**src/rtl/shift_add_multiplier_pkg.sv**
```systemverilog
// Shared definitions for the fixed-point arithmetic blocks (multiplier and
// restoring divider): FSM state encoding, default operand widths and the
// fractional-bit count of the Q-format operands.
package shift_add_multiplier_pkg;

   // Common sequencer encoding shared with the divider.
   typedef enum logic [1:0] {
      IDLE = 2'd0,
      MULT = 2'd1,
      DONE = 2'd2
   } state_t;

   localparam int A_W_DEF = 20;  // multiplicand width, unsigned Q10.10
   localparam int B_W_DEF = 3;   // multiplier width, unsigned integer
   localparam int FRAC_W  = 10;  // fractional bits of the fixed-point operands

endpackage

```
**src/rtl/shift_add_multiplier.sv**
```systemverilog
// Sequential shift-add multiplier: unsigned Q10.10 multiplicand times a small
// unsigned integer, exact Q13.10 product. One multiplier bit is consumed per
// cycle, stopping early once the remaining multiplier bits are all zero.
//
// Handshake: in_valid is a one-cycle start pulse whose operands are sampled
// on the same rising edge; it is honoured only in IDLE and ignored otherwise.
// out_valid is a one-cycle pulse, out_data is valid while it is high and then
// holds that result until the next completion. There is no ready signal.
module shift_add_multiplier
   import shift_add_multiplier_pkg::*;
#(
   parameter int A_W = A_W_DEF,
   parameter int B_W = B_W_DEF
) (
   input  logic                 clk,
   input  logic                 rst_n,
   input  logic                 in_valid,
   input  logic [A_W-1:0]       in_data_1,
   input  logic [B_W-1:0]       in_data_2,
   output logic                 out_valid,
   output logic [A_W+B_W-1:0]   out_data
);

   localparam int P_W   = A_W + B_W;
   localparam int CNT_W = (B_W > 1) ? $clog2(B_W) : 1;
   localparam logic [CNT_W-1:0] CNT_LAST = CNT_W'(B_W - 1);

   state_t             state;
   state_t             state_next;
   logic [P_W-1:0]     acc;
   logic [P_W-1:0]     mcand;
   logic [B_W-1:0]     mplr;
   logic [CNT_W-1:0]   cnt;
   logic [P_W-1:0]     acc_sum;
   logic               last_step;

   // Sequencer state register; reset aborts any operation in flight.
   always_ff @(posedge clk) begin
      if (!rst_n) state <= IDLE;
      else        state <= state_next;
   end

   // Next-state decode plus the per-step addend and termination test.
   always_comb begin
      state_next = state;
      acc_sum    = acc + (mplr[0] ? mcand : '0);
      last_step  = ((mplr >> 1) == '0) || (cnt == CNT_LAST);
      case (state)
         IDLE:    if (in_valid) state_next = MULT;
         MULT:    if (last_step) state_next = DONE;
         DONE:    state_next = IDLE;
         default: state_next = IDLE;
      endcase
   end

   // Datapath: operand load, shift-add iteration and result capture.
   always_ff @(posedge clk) begin
      if (!rst_n) begin
         acc       <= '0;
         mcand     <= '0;
         mplr      <= '0;
         cnt       <= '0;
         out_valid <= 1'b0;
         out_data  <= '0;
      end else begin
         out_valid <= 1'b0;
         case (state)
            IDLE: begin
               if (in_valid) begin
                  mcand <= {{B_W{1'b0}}, in_data_1};
                  mplr  <= in_data_2;
                  acc   <= '0;
                  cnt   <= '0;
               end
            end
            MULT: begin
               acc   <= acc_sum;
               mcand <= mcand << 1;
               mplr  <= mplr >> 1;
               cnt   <= cnt + 1'b1;
               // The final addend is folded in here so the product is ready
               // on the same edge the sequencer leaves MULT.
               if (last_step) begin
                  out_data  <= acc_sum;
                  out_valid <= 1'b1;
               end
            end
            default: ;
         endcase
      end
   end

endmodule
```
**config.mk**
```make
export PLATFORM = sky130hd
export DESIGN_NAME = shift_add_multiplier
export DESIGN_NICKNAME = d
export VERILOG_FILES = /design/src/rtl/shift_add_multiplier_pkg.sv /design/src/rtl/shift_add_multiplier.sv
export SDC_FILE = /design/constraint.sdc
export NUM_CORES = 1
export LEC_CHECK = 0
export ABC_CLOCK_PERIOD_IN_PS = 2500
export BUFFER_PORTS_ARGS = -buffer_cell sky130_fd_sc_hd__clkbuf_2
export CAP_MARGIN = 10
export CORE_ASPECT_RATIO = 0.6
export CORE_MARGIN = 2
export CORE_UTILIZATION = 55
export CTS_BUF_LIST = sky130_fd_sc_hd__clkbuf_2
export DETAILED_ROUTE_END_ITERATION = 10
export PLACE_DENSITY_LB_ADDON = 0.15
export SLEW_MARGIN = 0
export SYNTH_ARGS = -nofsm -noshare
export SYNTH_HDL_FRONTEND = slang
export SYNTH_SLANG_ARGS = --single-unit
```
**constraint.sdc**
```tcl
create_clock -name clk -period 2.5 [get_ports clk]
set_input_delay 0.125 -clock clk [delete_from_list [all_inputs] [get_ports clk]]
set_output_delay 0.125 -clock clk [all_outputs]
set_load 0.05 [all_outputs]
```
==> results.json <==
{
  "r2r_slack_ns": 0.07,
  "rsz0062_at_grt": "yes",
  "fin_util": 0.734,
  "final_common_cell": "dfxtp_1",
  "finalHoldViolCount": 0,
  "fin_area_um2": 5850,
  "vdd_drop_max_v": 0.000434,
  "drtIter0Drc": 431,
  "ant_nets": 0,
  "synth-simple-area-share": 0.243,
  "grt_pass1_wl_um": 21600,
  "synth_warnings": 0,
  "grt_max_degree": 30,
  "antenna_found_initial": 0,
  "layout-drive-gt1-share": 0.276,
  "maxCapViolations": 0,
  "antenna_cells": 0,
  "ys_ff_latch": 77,
  "initial_core_util": 0.574,
  "cts_tree": "done",
  "clock_latency_ns": 0.57,
  "relSlewSlack": 0.191,
  "wire_per_inst_um": 18.2,
  "syn_avg_cell_area_um2": 8.08,
  "drcViolationCount": 0,
  "nNetsFinal": 711,
  "fp-row-count": 25,
  "muxShareOfSynthArea": 0.00656,
  "finalCritPeriodShare": 0.971,
  "cts.sinks": 77,
  "setup_viol": 0,
  "nFillCells": 613,
  "worst_slack_ns": 0.0715,
  "pre_cts_ws_ns": -0.0654,
  "viasPerCell": 6.05,
  "status": "completed",
  "clockRootBuffer": "clkbuf_2",
  "synth_compound_area_frac": 0.287,
  "dpl-instance-area_um2": 5130,
  "fmax_ghz": 0.412,
  "syn_nets": 617,
  "critPathKind": "flip-flop to flip-flop",
  "multi_input_area_um2": 3130,
  "slew_violations": 0,
  "tns_ns": 0,
  "yosysSeqAreaShare": 0.337,
  "dp_cells": 729,
  "holdWs_ns": 0.106,
  "synthArstFlopShare": 0,
  "coreArea_um2": 7980,
  "endpoint_kind": "flip-flop",
  "synth_area_um2": 4580,
  "hold_path_depth": 2,
  "synth_fa_ha_area_frac": 0.0672,
  "reg2regPathDepth": 9,
  "cp-start-kind": "flip-flop",
  "seqCellArea_um2": 1550,
  "power.density_nw_per_um2": 496,
  "ys.flop_type": "dfxtp_1",
  "yosysUniqueCellTypes": 56,
  "grt_pass1_vias": 4212,
  "wl_um": 14100,
  "layout_common_cells": "dfxtp_1 (74), nor2_1 (68), clkbuf_2 (58)",
  "hp-class": "primary input to flip-flop",
  "fp.dieW_um": 122,
  "dpl.hpwl_um": 9980,
  "crit_path_max_fanout": 7,
  "required_ns": 3.00,
  "power_mw": 2.90,
  "grt_usage": 0.314,
  "tightest_slew_ns": 1.21,
  "dieArea_um2": 9100,
  "layout.cells.non_filler": 774,
  "io_pins": 50,
  "synth_edf_count": 0,
  "die_y_um": 74.7,
  "grt_remaining_overflow": 0,
  "cts_buffer_depth": 2,
  "min_period_ns": 2.43,
  "synth_top_family_by_area": "compound AO/OA/AOI/OAI gates",
  "clkTransAtPathRegs_ns": 0.24,
  "netlist_instances": 567,
  "finClkSkew_ns": 0.0218,
  "synthToLayoutAreaGrowth_pct": 27.8,
  "place_congestion": 0.945,
  "critical_path_arrival_ns": 2.93,
  "leakage_nw": 2.48,
  "io_buffers": 49,
  "synthXorXnorAreaFrac": 0.0172,
  "cts_max_level": 3,
  "cts_buffers": 9,
  "num_vias": 4685,
  "drt_first_pass_iters": 5
}
## cells in the mapped netlist (all sizes together) (3+ instances only)
library cell	instances	share of area
nand2	46	0.038
o221a	21	0.052
or3	15	0.020
a211oi	10	0.016
mux2i	3	0.0066
a21oi	55	0.061
and4	3	0.0057
o211ai	11	0.018
xnor2	5	0.0096
and2	24	0.033
nand2b	7	0.0096
clkbuf	36	0.030
o21a	8	0.013
nand3	15	0.016
nor2	69	0.057
o21ai	17	0.019
a32o	5	0.011
o2111ai	4	0.0076
o21bai	3	0.0049
ha	23	0.063
xor2	4	0.0076
nand4b	3	0.0057
buf	3	0.0044
nor2b	27	0.037
nand4	3	0.0041
a22oi	13	0.021
nor3	6	0.0076
dfxtp	77	0.34
a31oi	3	0.0041
a21o	13	0.021
inv	10	0.0082
## cell type report
cell class                 count  share of cell area
tap                          108              0.0231
timing repair buffer         122               0.147
multi-input combinational    441               0.534
clock inverter                 7              0.0177
sequential                    77               0.264
inverter                      10             0.00641
clock buffer                   9             0.00770
## state kept, by name (all words and copies together) (netlist names)
name and cells:
out_valid 1, cnt 2, out_data 23, mcand 23
state 2, mplr 3, acc 23
## power by group
part / total (mW) / switching, mW / leakage, nW / internal [mW]
combinational: 0.685 / 0.404 / 1.77 / 0.282
sequential: 1.38 / 0.0708 / 0.629 / 1.31
clock: 0.840 / 0.497 / 0.0811 / 0.344
## logic make-up (layout without fill, tap and decap cells)
family	count (synthesis)	after routing
adders and majority gates	24	24
AOI/OAI and AO/OA	181	181
muxes	3	3
DFF	77	77
buffers and inverters	49	148
and+or+nand+nor	224	224
xor gates and xnor gates	9	9
## path summary, 6_finish.rpt
kind / startpoint / end
worst max-delay path: mplr[0]$_SDFFE_PN0P_ / out_data[17]$_SDFFE_PN0P_
worst max register to register: mplr[0]$_SDFFE_PN0P_ / out_data[17]$_SDFFE_PN0P_
worst min-delay path: rst_n / mcand[6]$_SDFFE_PN0P_
worst min register to register: out_data[6]$_SDFFE_PN0P_ / out_data[6]$_SDFFE_PN0P_
## worst max-delay path: stages, from the launching register on
cell and delay (ns):
dfxtp_4 0.42, buf_6 0.12, and2_1 0.14, ha_1 0.31, nand4b_1 0.26, a2111oi_4 0.44
or3_4 0.21, a211oi_1 0.06, buf_4 0.14, o41ai_4 0.26
## repair_timing
item                                    in CTS  in global routing
gates resized for setup                      4                 55
endpoints found under the hold margin       23                  0
hold buffers                                23                  0
endpoints found under the setup margin      15                 28
pin swaps                                    0                 14
setup buffers                                0                  6
## per-layer routing
metal	up-vias	wire length, um	part of all wire	GRT usage
met1	2195	7030	0.50	0.476
met2	219	5610	0.40	0.428
li1	2256	-	-	-
met5	-	0	0	0
met3	15	1310	0.093	0.0939
met4	0	122	0.0087	0.0830
Note: power is estimated with default switching activity, not from simulation.
